==> config.mk <==
export PLATFORM = sky130hd
export DESIGN_NAME = projectile_scheduler
export DESIGN_NICKNAME = d
export VERILOG_FILES = /design/src/rtl/pokemon_pkg.sv /design/src/rtl/shot_cooldown.sv /design/src/rtl/projectile_scheduler.sv
export SDC_FILE = /design/constraint.sdc
export NUM_CORES = 1
export LEC_CHECK = 0
export ABC_CLOCK_PERIOD_IN_PS = 6800
export CORE_MARGIN = 2
export CORE_UTILIZATION = 70
export DETAILED_ROUTE_END_ITERATION = 6
export DONT_BUFFER_PORTS = 1
export PLACE_DENSITY = 0.82
export SYNTH_ARGS = -nofsm -noshare
export SYNTH_HDL_FRONTEND = slang
export SYNTH_SLANG_ARGS = --single-unit
export TNS_END_PERCENT = 5
==> constraint.sdc <==
create_clock -name clk -period 6.8 [get_ports clk]
set_clock_uncertainty 0.15 [all_clocks]
set_input_delay 1.36 -clock clk [delete_from_list [all_inputs] [get_ports clk]]
set_output_delay 1.36 -clock clk [all_outputs]
set_load 0.02 [all_outputs]
==> src/rtl/pokemon_pkg.sv <==
// Shared arena geometry, slot owner encoding and slot record for the projectile scheduler.
// Pure definitions: no state, no latency, no flow control.
package pokemon_pkg;

  localparam int SCREEN_W = 96;
  localparam int SCREEN_H = 64;
  localparam int SPRITE_W = 22;
  localparam int BALL_W   = 4;
  localparam int P1_LEFTX = 0;
  localparam int P2_LEFTX = 74;
  localparam int SPAWN_DY = 9;

  // Balls spawn flush against the shooter's sprite edge; reaching the opposite spawn X ends flight.
  localparam logic [6:0] P1_SPAWN_X = 7'(P1_LEFTX + SPRITE_W);
  localparam logic [6:0] P2_SPAWN_X = 7'(P2_LEFTX - BALL_W);
  localparam logic [5:0] Y_SAT      = 6'(SCREEN_H - BALL_W);

  typedef enum logic {
    OWNER_P1 = 1'b0,
    OWNER_P2 = 1'b1
  } owner_e;

  typedef struct packed {
    logic       en;
    owner_e     owner;
    logic [6:0] x;
    logic [5:0] y;
  } slot_t;

  function automatic logic [5:0] spawn_y(input logic [5:0] top_y);
    logic [6:0] s;
    s = {1'b0, top_y} + 7'(SPAWN_DY);
    return (s > 7'd63) ? Y_SAT : s[5:0];
  endfunction

  function automatic logic y_overlap(input logic [5:0] ball_y, input logic [5:0] top_y);
    logic [6:0] by;
    logic [6:0] ty;
    by = {1'b0, ball_y};
    ty = {1'b0, top_y};
    return ((by + 7'(BALL_W - 1)) >= ty) && (by <= (ty + 7'(SPRITE_W - 1)));
  endfunction

endpackage

==> src/rtl/shot_cooldown.sv <==
// Per-player shot request latch plus move_tick cooldown; pending is registered, cleared by grant.
// Latency: shoot visible as pending one cycle later; shoots during cooldown or while pending are dropped.
module shot_cooldown #(
  parameter int COOLDOWN = 8
) (
  input  logic clk,
  input  logic reset,
  input  logic move_tick,
  input  logic shoot,
  input  logic grant,
  output logic pending
);

  localparam int CW = (COOLDOWN < 2) ? 1 : $clog2(COOLDOWN + 1);

  logic          pending_q, pending_d;
  logic [CW-1:0] cd_q, cd_d;

  always_comb begin
    pending_d = pending_q;
    cd_d      = cd_q;
    if (move_tick && (cd_q != '0)) begin
      cd_d = cd_q - CW'(1);
    end
    // A grant reloads the cooldown even on a tick cycle.
    if (grant) begin
      pending_d = 1'b0;
      cd_d      = CW'(COOLDOWN);
    end else if (shoot && !pending_q && (cd_q == '0)) begin
      pending_d = 1'b1;
    end
  end

  always_ff @(posedge clk) begin
    if (reset) begin
      pending_q <= 1'b0;
      cd_q      <= '0;
    end else begin
      pending_q <= pending_d;
      cd_q      <= cd_d;
    end
  end

  assign pending = pending_q;

endmodule

==> src/rtl/projectile_scheduler.sv <==
// Shared projectile slot pool: round-robin grant of pending shots, ball movement, hit detection.
// Latency: grant and slot contents appear one cycle after the request is pending; full pool holds requests.
module projectile_scheduler
  import pokemon_pkg::*;
#(
  parameter int NUM_SLOTS = 12,
  parameter int STEP      = 2,
  parameter int COOLDOWN  = 8
) (
  input  logic                   clk,
  input  logic                   reset,
  input  logic                   move_tick,
  input  logic                   p1_shoot,
  input  logic                   p2_shoot,
  input  logic [5:0]             p1_topY,
  input  logic [5:0]             p2_topY,
  output logic [NUM_SLOTS-1:0]   slot_en,
  output logic [NUM_SLOTS-1:0]   slot_owner,
  output logic [7*NUM_SLOTS-1:0] slot_x,
  output logic [6*NUM_SLOTS-1:0] slot_y,
  output logic                   p1_grant,
  output logic                   p2_grant,
  output logic                   hit_p1,
  output logic                   hit_p2
);

  localparam int IW = (NUM_SLOTS < 2) ? 1 : $clog2(NUM_SLOTS);

  slot_t   slot_q [NUM_SLOTS];
  slot_t   slot_d [NUM_SLOTS];
  logic    prio_q, prio_d;
  logic    p1_grant_q, p2_grant_q, hit_p1_q, hit_p2_q;
  logic    hit_p1_d, hit_p2_d;
  logic    p1_pend, p2_pend;
  logic    gnt1, gnt2;
  logic    free_vld;
  logic [IW-1:0] free_idx;

  shot_cooldown #(.COOLDOWN(COOLDOWN)) u_cd_p1 (
    .clk      (clk),
    .reset    (reset),
    .move_tick(move_tick),
    .shoot    (p1_shoot),
    .grant    (gnt1),
    .pending  (p1_pend)
  );

  shot_cooldown #(.COOLDOWN(COOLDOWN)) u_cd_p2 (
    .clk      (clk),
    .reset    (reset),
    .move_tick(move_tick),
    .shoot    (p2_shoot),
    .grant    (gnt2),
    .pending  (p2_pend)
  );

  // Lowest-index free slot; uses registered state so a slot freed this tick is not reused yet.
  always_comb begin
    free_vld = 1'b0;
    free_idx = '0;
    for (int i = NUM_SLOTS - 1; i >= 0; i--) begin
      if (!slot_q[i].en) begin
        free_vld = 1'b1;
        free_idx = IW'(i);
      end
    end
  end

  // prio_q == 0 favours p1; it only flips when both players contend.
  always_comb begin
    gnt1   = free_vld && p1_pend && (!p2_pend || !prio_q);
    gnt2   = free_vld && p2_pend && (!p1_pend || prio_q);
    prio_d = (free_vld && p1_pend && p2_pend) ? ~prio_q : prio_q;
  end

  always_comb begin
    logic [7:0] nx;
    hit_p1_d = 1'b0;
    hit_p2_d = 1'b0;
    for (int i = 0; i < NUM_SLOTS; i++) begin
      slot_d[i] = slot_q[i];
      nx        = {1'b0, slot_q[i].x};
      if (move_tick && slot_q[i].en) begin
        if (slot_q[i].owner == OWNER_P1) begin
          nx          = {1'b0, slot_q[i].x} + 8'(STEP);
          slot_d[i].x = nx[6:0];
          if (nx >= {1'b0, P2_SPAWN_X}) begin
            slot_d[i].en = 1'b0;
            if (y_overlap(slot_q[i].y, p2_topY)) hit_p2_d = 1'b1;
          end
        end else begin
          // Bit 7 set after subtraction means the ball wrapped below zero.
          nx          = {1'b0, slot_q[i].x} - 8'(STEP);
          slot_d[i].x = nx[6:0];
          if (nx[7] || (nx <= {1'b0, P1_SPAWN_X})) begin
            slot_d[i].en = 1'b0;
            if (y_overlap(slot_q[i].y, p1_topY)) hit_p1_d = 1'b1;
          end
        end
      end
      if ((gnt1 || gnt2) && (free_idx == IW'(i))) begin
        slot_d[i].en    = 1'b1;
        slot_d[i].owner = gnt2 ? OWNER_P2 : OWNER_P1;
        slot_d[i].x     = gnt2 ? P2_SPAWN_X : P1_SPAWN_X;
        slot_d[i].y     = spawn_y(gnt2 ? p2_topY : p1_topY);
      end
    end
  end

  always_ff @(posedge clk) begin
    if (reset) begin
      for (int i = 0; i < NUM_SLOTS; i++) slot_q[i] <= '0;
      prio_q     <= 1'b0;
      p1_grant_q <= 1'b0;
      p2_grant_q <= 1'b0;
      hit_p1_q   <= 1'b0;
      hit_p2_q   <= 1'b0;
    end else begin
      for (int i = 0; i < NUM_SLOTS; i++) slot_q[i] <= slot_d[i];
      prio_q     <= prio_d;
      p1_grant_q <= gnt1;
      p2_grant_q <= gnt2;
      hit_p1_q   <= hit_p1_d;
      hit_p2_q   <= hit_p2_d;
    end
  end

  for (genvar g = 0; g < NUM_SLOTS; g++) begin : g_out
    assign slot_en[g]          = slot_q[g].en;
    assign slot_owner[g]       = slot_q[g].owner;
    assign slot_x[7*g +: 7]    = slot_q[g].x;
    assign slot_y[6*g +: 6]    = slot_q[g].y;
  end

  assign p1_grant = p1_grant_q;
  assign p2_grant = p2_grant_q;
  assign hit_p1   = hit_p1_q;
  assign hit_p2   = hit_p2_q;

endmodule
==> run summary, run 1 <==
In this run the critical register-to-register path is captured at slot_q[0][1]. The worst setup path is captured at a flip-flop. IR analysis of the VDD net gives a maximum drop of 0.000191 V. Traced cell by cell, the critical path runs through nand2_1, nor4_2, nor2_2, a21oi_1, inv_1, ha_1, or4b_4, a2111o_1, nand4b_1, o22ai_1.

The post-layout utilization of the core is 74.0%, and the synthesized area per cell is 7.62 sq um. The startpoint identified for the worst hold timing path is u_cd_p2.cd_q[1]. At the end of routability-driven placement, the weighted congestion stood at 1.04. The detail-routed via count per cell is 7.15, and the number of antenna violations at the first check in global routing is 0. The tools report the area inside the core boundary as 25,200 sq um. In this run the tightest slew margin relative to its limit is 15.2%. The power per unit of standard cell area works out to 197 nW/um^2. The standby leakage power was 7.15 nW. The run gives 2,364 as the number of DRC markers in iteration 0.

Summing every instance area after synthesis gives 18,000 sq um. In this run, the clock network consumes 27.8% of the power. The ratio of cells with drive above 1 in the final layout was 3.82%; the detailed-route wire length per cell was 23.2 um. The combined global-route utilization of all metal layers is 43.1%, and the largest incremental delay on the critical path is 0.75 ns.

TritonCTS built the clock tree. Counting along the longest clock path gives a buffer depth of 2. The count of state elements after synthesis is 183, and the peak fanout along the critical path is 12. The post-route antenna net violation count came out at 0. For this run, the register share of the synthesized area comes to 20.4%. The nature of the critical path startpoint was a flip-flop. The tools report the post-detailed-placement half-perimeter wirelength as 43,200 um.

Counting flops with a built-in enable in the synthesized netlist gives 0. The final count of pins violating max slew was 0; the internal power was 2.14 mW. The path class of the tightest hold or removal check is reg -> reg.

After clock tree synthesis, the clock-pin slew on the worst setup and hold paths is 0.07 ns. The final reports fail on DRC. The tools report the setup slack after layout as 2.08 ns. The chip width is 164 um, and the number of failing setup endpoints in the final timing report is 0.

OpenSTA, run right after detailed placement, puts the worst setup slack at 2.22 ns. The tree is rooted in a sky130_fd_sc_hd__clkbuf_16. After global routing the overflow that remains totals 0.

At the later pin of the worst-skew pair, clock insertion delay measures 0.45 ns. The total count of hold-check failures in the final report was 0; the count of cells resized by post-cts repair was 0. The kind of cell with the highest combined delay on the critical path was simple AND/OR/NAND/NOR gates.

The routed layout has 18,614 vias. The number of cells on the worst hold path came out at 2. For the met1 track utilization from global routing, the log shows 55.9%.

Clock tree synthesis inserted a total of 17 buffers. Setup repair after global routing left no endpoint under its margin. Global routing used 11.9% of the available met3 tracks. For this configuration, the core starts out at a cell density of 71.5%. Switching portion of total power: 41.5%.

The routed design could run at a clock period as short as 4.72 ns. After detailed routing, the total wire length is 60,500 um. The met2 track demand over resource was 66.0%; the transition time at the pin with the least slew margin was 1.27 ns. The worst register-to-register path has a depth of 10. In this run, distinct cell masters in the synthesized netlist total 82. For this run, design rule violations remaining after detail routing come to 6. Number of clock sinks: 183. For this run, the leading register cell type out of synthesis is sky130_fd_sc_hd__dfxtp_1.

The height of the die works out to 164 um. The final setup TNS is 0 ns, and the instance count of the mapped netlist is 2,362. The run gives 0 as the number of antenna repair diodes.

The number of gates on the worst path with buffers counted was 10; the critical path arrival was 4.86 ns. The via count of the first global-routing pass was 16,700. The slowest library cell on the worst path is sky130_fd_sc_hd__dfxtp_1. The final layout net count was 2,556.

In this run the power spent charging and discharging nets is 1.52 mW. Entering global routing, the biggest net connects 146 pins. For the setup slack of the worst register-to-register path, the log shows 2.08 ns. The total of warnings raised by yosys is 0, and the area growth from synthesis to final layout is 3.55%.

The number of placement rows was 58. The start-to-end type of the worst setup path was reg -> reg. The number of hold buffers added after cts was 0; the level count of the clock H-tree was 4.

The first detailed-routing pass ran for 7 iterations. The run finished, with violations left. The global routing's busiest layer was met2. The global-route wire length before repair was 91,200 um.

The worst register-to-register path begins at slot_q[3][14]. For the part of the power in registers, the log shows 37.3%. At the worst endpoint, the required time is 6.94 ns. Buffers added to address setup during post-CTS repair amount to 0. The share of async-settable or async-resettable flops after synthesis came out at 0%. Across the run, the number of max-cap violations was 0. The buffering stage count on the worst path with inverters included works out to 1. The count of buffers added on input and output ports is 0. The die covers 27,000 sq um.

Static timing analysis puts the maximum clock frequency at 0.212 GHz. The worst path uses 69.4% of the clock period. The tools report the I/O pin total as 201. The terminating pin of the worst hold path was u_cd_p2.cd_q[1]. Per report_power, the combinational group accounts for 34.9% of the total.
[power by group through the flow]
stage	Clock [mW]	Sequential, mW	Combinational [mW]
6_report	1.02	1.37	1.28
5_1_grt	1.06	1.38	1.38
4_1_cts	1.02	1.36	1.23
3_5_place_dp	0	1.38	1.22
3_3_place_gp	0	1.38	1.17
2_1_floorplan	0	1.31	0.936
[worst register-to-register path: stages (launching register included)]
cell	delay [ns]
sky130_fd_sc_hd__dfxtp_1	0.75
sky130_fd_sc_hd__nand2_1	0.27
sky130_fd_sc_hd__nor4_2	0.73
sky130_fd_sc_hd__nor2_2	0.15
sky130_fd_sc_hd__a21oi_1	0.31
sky130_fd_sc_hd__inv_1	0.14
sky130_fd_sc_hd__ha_1	0.28
sky130_fd_sc_hd__or4b_4	0.59
sky130_fd_sc_hd__a2111o_1	0.38
sky130_fd_sc_hd__nand4b_1	0.63
sky130_fd_sc_hd__o22ai_1	0.20
[synth_stat cells (11+ instances only)]
cell type                     n  area, sq um
sky130_fd_sc_hd__clkbuf_1   127          477
sky130_fd_sc_hd__nor2b_1     35          219
sky130_fd_sc_hd__and3_1      21          131
sky130_fd_sc_hd__nand4_1     24          150
sky130_fd_sc_hd__a2111oi_0   12          105
sky130_fd_sc_hd__a32oi_1     11         96.3
sky130_fd_sc_hd__a21oi_1    234         1170
sky130_fd_sc_hd__buf_4       14          105
sky130_fd_sc_hd__dfxtp_1    183         3660
sky130_fd_sc_hd__inv_1      118          443
sky130_fd_sc_hd__o221ai_1    20          175
sky130_fd_sc_hd__xor2_1      29          254
sky130_fd_sc_hd__xnor2_1    109          955
sky130_fd_sc_hd__nand4b_1    13          114
sky130_fd_sc_hd__o21ai_0    103          515
sky130_fd_sc_hd__nor3_1      61          305
sky130_fd_sc_hd__nor2_1     192          721
sky130_fd_sc_hd__o2111ai_1   18          158
sky130_fd_sc_hd__nand3b_1    13         97.6
sky130_fd_sc_hd__nor4b_1     11         96.3
sky130_fd_sc_hd__a21o_1      38          285
sky130_fd_sc_hd__o22ai_1     15         93.8
sky130_fd_sc_hd__a22oi_1     15          113
sky130_fd_sc_hd__o21a_1      24          180
sky130_fd_sc_hd__o211ai_1    25          188
sky130_fd_sc_hd__nor4_1      21          131
sky130_fd_sc_hd__nand2b_1    31          194
sky130_fd_sc_hd__nor3b_1     12         90.1
sky130_fd_sc_hd__mux2i_1     12          120
sky130_fd_sc_hd__nand2_1    200          751
sky130_fd_sc_hd__nand3_1     86          430
sky130_fd_sc_hd__or3_1       11         68.8
sky130_fd_sc_hd__a31oi_1     35          219
sky130_fd_sc_hd__ha_1       277         3470
sky130_fd_sc_hd__or2_2       12         75.1
sky130_fd_sc_hd__a211oi_1    60          450
[worst max path at each step]
stage                   from            to  slack, ns
2_1_floorplan     p2_topY[0]        hit_p2       2.51
3_3_place_gp      p2_topY[0]        hit_p2       2.30
3_5_place_dp   slot_q[3][14]  slot_q[3][1]       2.22
4_1_cts        slot_q[3][14]  slot_q[2][1]       2.19
5_1_grt        slot_q[3][14]  slot_q[3][1]       1.88
6_report       slot_q[3][14]  slot_q[0][1]       2.08
[area by class of cell]
type	count	area, sq um
clock inverters	13	156
inverters	118	443
fillers	1989	6550
flip-flops and latches	183	3660
clock buffers	19	433
well taps	330	413
multi-input cells	1919	13400
repair buffers	23	173
[logic make-up after synthesis]
family,after synthesis,synth area share (%)
AND/OR/NAND/NOR,767,21.1
AO/OA/AOI/OAI,707,25.6
adder cells (fa/ha/maj),283,19.6
buffers and inverters,271,6.01
flip-flops,183,20.4
XOR/XNOR,138,6.72
multiplexers,12,0.667
other,1,0.0208
[placed cells by master, fill, tap and decap left out, types with 20 or more instances in the layout]
cell type / n
sky130_fd_sc_hd__inv_1: 118
sky130_fd_sc_hd__nand2b_1: 31
sky130_fd_sc_hd__xor2_1: 29
sky130_fd_sc_hd__nand4_1: 24
sky130_fd_sc_hd__a211oi_1: 60
sky130_fd_sc_hd__nand2_1: 200
sky130_fd_sc_hd__nor4_1: 21
sky130_fd_sc_hd__o211ai_1: 25
sky130_fd_sc_hd__and3_1: 21
sky130_fd_sc_hd__xnor2_1: 106
sky130_fd_sc_hd__nor2_1: 190
sky130_fd_sc_hd__a31oi_1: 34
sky130_fd_sc_hd__o21ai_0: 103
sky130_fd_sc_hd__nor3_1: 60
sky130_fd_sc_hd__o221ai_1: 20
sky130_fd_sc_hd__ha_1: 277
sky130_fd_sc_hd__o21a_1: 24
sky130_fd_sc_hd__nand3_1: 86
sky130_fd_sc_hd__a21oi_1: 233
sky130_fd_sc_hd__dfxtp_1: 183
sky130_fd_sc_hd__a21o_1: 38
sky130_fd_sc_hd__nor2b_1: 35
sky130_fd_sc_hd__buf_4: 23
[state kept, by name (all words and copies together) (netlist names)]
signal and flops:
u_cd_p2.cd_q 4, u_cd_p1.cd_q 4, prio_q 1, p2_grant 1, p1_grant 1, u_cd_p1.pending 1, u_cd_p2.pending 1, hit_p2 1
slot_q 168, hit_p1 1
[metrics by stage]
| stage | cell area (sq um) | hold WS (ns) | total power [mW] | cells |
|---|---|---|---|---|
| 4_1_cts | 18600 | 0.357 | 3.61 | 2605 |
| 3_3_place_gp | 18000 | 0.323 | 2.55 | 2573 |
| 3_5_place_dp | 18000 | 0.347 | 2.60 | 2573 |
| 2_1_floorplan | 18000 | 0.307 | 2.25 | 2373 |
| 6_report | 18600 | 0.366 | 3.67 | 2605 |
| 5_1_grt | 18600 | 0.387 | 3.82 | 2605 |
[per-layer routing]
layer / vias to the layer above / wire length [um] / share of wire, %
met2: 1231 / 25600 / 42
met3: 253 / 7900 / 13
met5: - / 0 / 0
met1: 8714 / 23800 / 39
li1: 8416 / - / -
met4: 0 / 3190 / 5.3
(Power assumes the default switching activity.)
==> run 2: changes to the inputs <==
- ABC_CLOCK_PERIOD_IN_PS: 6800 -> 4500
- CORE_UTILIZATION: 70 -> 66
- PLACE_DENSITY: 0.82 -> 0.78
- clock period: 6.8 -> 4.5 ns (I/O delays scaled with it)
==> run summary, run 2 (synthesis gave the netlist of run 1 again) <==
The run gives 0.46 ns (about the same) as the later-pin clock latency in the skew report. The CTS clock-pin slew for the worst setup and hold paths was 0.08 ns (about the same); the highest ir drop seen on vdd was 0.000346 V (+81%). The area inside the core boundary was 26,900 sq um (+6.7%). The tools report the number of clock sinks as 183 (unchanged). The cell that appears most often on the critical path is sky130_fd_sc_hd__a21oi_1. The ratio of cells with drive above 1 in the final layout was 5.44% (+1.6 points). For the total count of hold-check failures in the final report, the log shows 0 (unchanged).

Leaving out fill and tap cells, the most frequent cells in the layout are 277 x sky130_fd_sc_hd__ha_1, 234 x sky130_fd_sc_hd__a21oi_1, 200 x sky130_fd_sc_hd__nand2_1, 191 x sky130_fd_sc_hd__nor2_1, 183 x sky130_fd_sc_hd__dfxtp_1. The logs give 0 (-6) for the number of remaining DRC errors and 0 ns (unchanged) for the final setup TNS. The final count of pins violating max slew is 0 (unchanged), and the number of buffers on the longest clock path is 2 (unchanged). Class of the tightest hold or removal check: reg -> reg. TritonCTS built the clock tree. The kind of cell with the highest combined delay on the critical path was simple AND/OR/NAND/NOR gates. For the area of the die, the log shows 28,600 sq um (+5.9%).

For the via count of the first global-routing pass, the log shows 16,929 (+1.4%). The detailed-route wire length per cell is 23.1 um (-0.37%), and the detail-routed via count per cell is 6.93 (-3.0%). For the worst endpoint required time, the log shows 4.69 ns (-2.25 ns). The run gives 201 (unchanged) as the I/O pin total. From synthesis to final layout, the design area changed by 5.18%. The transition time at the pin with the least slew margin was 1.15 ns (-0.119 ns).

The largest registers in the layout are slot_q: 168 flops, u_cd_p1.cd_q: 4 flops, u_cd_p2.cd_q: 4 flops. The peak fanout along the critical path works out to 7 (-5). On the critical path, the stage with the largest delay is an instance of sky130_fd_sc_hd__or4_1. The period utilization was 89.9% (+20 points); the height of the die was 169 um (+2.9%). Traced cell by cell, the critical path runs through nand4_1, or4_1, a21oi_1, a21oi_1, inv_1, ha_1, nand3_1, a311oi_1, nor3_1, and2_4, o31a_1. The count of port buffers added during placement works out to 0 (unchanged). slot_q holds more flip-flops than any other register.

The count of cells resized by post-cts repair was 0 (unchanged); the headroom to the max-slew limit was 23.2% (+8.0 points). The tools report the met3 demand-to-capacity share in global routing as 12.6% (+0.69 points). The shortest clock period the worst path allows after layout works out to 4.04 ns (-0.673 ns). The worst setup path is of the reg -> reg kind. The final layout net count was 2,598 (+1.6%); the flip-flop count of the largest register, all copies and words added was 168 (unchanged).

The logs give 4.24 ns (-0.62 ns) for the critical path arrival and 17 (unchanged) for the number of clock buffers inserted by TritonCTS. The met1 track utilization from global routing came out at 54.7% (-1.2 points). For the standby leakage power, the log shows 7.36 nW (+2.9%). The overflow left after global routing was 0 (unchanged); the setup slack of the worst register-to-register path was 0.46 ns (-1.63 ns). Most common cell after layout, fill and taps aside: sky130_fd_sc_hd__ha_1. The tools report the total vias in the final route as 18,432 (-0.98%). The number of DRC markers in iteration 0 is 1,938 (-18%), and the final weighted congestion in routability-driven placement is 1.04 (+0.30%). The tools report the number of placement rows as 60 (+3.4%).

The level count of the clock H-tree is 4 (unchanged). The master cell of the clock root buffer was sky130_fd_sc_hd__clkbuf_16. The number of detailed-routing iterations run before antenna repair came out at 6 (-1). The pin count of the biggest net entering global routing came out at 146 (unchanged). Met2 track demand over resource: 63.7% (-2.4 points). The chip width was 169 um (+2.9%); the global-route wire length before repair was 95,200 um (+4.5%). The peak clock frequency supported by timing came out at 0.247 GHz (+17%). Setup repair after global routing left no endpoint under its margin. The number of hold buffers added after cts is 0 (unchanged).

The number of antenna violations at the first check in global routing was 0 (unchanged); the largest incremental delay on the critical path was 0.60 ns (-0.15 ns). For the post-detailed-placement half-perimeter wirelength, the log shows 44,900 um (+4.1%). The global routing's busiest layer was met2.

The final-layout worst hold slack was 0.350 ns (-0.0157 ns); the post-route antenna net violation count was 0 (unchanged). The flow ran to the end, and the final reports show no timing, DRC or antenna violations. The number of failing setup endpoints in the final timing report was 0 (unchanged); the number of buffers inserted to repair setup after CTS was 0 (unchanged). The initial standard-cell utilization of the core came out at 67.0% (-4.5 points). The buffering stage count on the worst path with inverters included came out at 1 (unchanged). Combined global-route utilization of all metal layers: 42.4% (-0.74 points). The nature of the critical path startpoint is a flip-flop. The aggregate routed wire length is 61,500 um (+1.7%). STA classifies the critical path endpoint as a flip-flop.

The power per unit of standard cell area was 296 nW/um^2 (+50%). The tools report the reported max-cap violation count as 0 (unchanged).
-- run 2: power breakdown --
group | switching [mW] | internal (mW) | leakage, nW
Combinational | 1.24 | 0.757 | 5.60
Sequential | 0.322 | 1.73 | 1.48
Clock | 0.803 | 0.743 | 0.283
-- run 2: tightest hold or removal path, stage by stage, from the launching register on --
cell and delay, ns:
sky130_fd_sc_hd__dfxtp_1 0.34, sky130_fd_sc_hd__nand2_1 0.06, sky130_fd_sc_hd__a21oi_1 0.05
-- run 2: through the flow --
stage	power (mW)	std cells	area, sq um	setup WS [ns]	utilization (%)
CTS	5.53	2657	18900	0.571	70.4
global placement	3.94	2626	18300	0.205	68.3
floorplan	3.39	2373	18000	0.668	-
global route	5.86	2657	18900	0.233	70.4
finish	5.60	2658	18900	0.457	70.4
detailed placement	4.01	2626	18300	0.138	68.3
-- run 2: layout make-up --
| class | count | area (sq um) |
|---|---|---|
| multi-input cells | 1919 | 13300 |
| well taps | 341 | 427 |
| fillers | 2269 | 7950 |
| diodes | 1 | 2.50 |
| clock inverters | 14 | 155 |
| inverters | 118 | 443 |
| flip-flops and latches | 183 | 3660 |
| repair buffers | 65 | 488 |
| clock buffers | 17 | 425 |
-- run 2: metal layers --
metal  vias to the layer above  wire (um)
li1                       8535          -
met1                      8632      24700
met2                      1051      26200
met3                       214       7210
met4                         0       3350
met5                         -          0
-- run 2: worst paths after layout --
check / depth (start not counted) / start / end
worst min-delay path: 2 / u_cd_p1.cd_q[2] / u_cd_p1.cd_q[2]
worst min register to register: 2 / u_cd_p1.cd_q[2] / u_cd_p1.cd_q[2]
worst max-delay path: 11 / slot_q[10][14] / slot_q[7][0]
worst max register to register: 11 / slot_q[10][14] / slot_q[7][0]
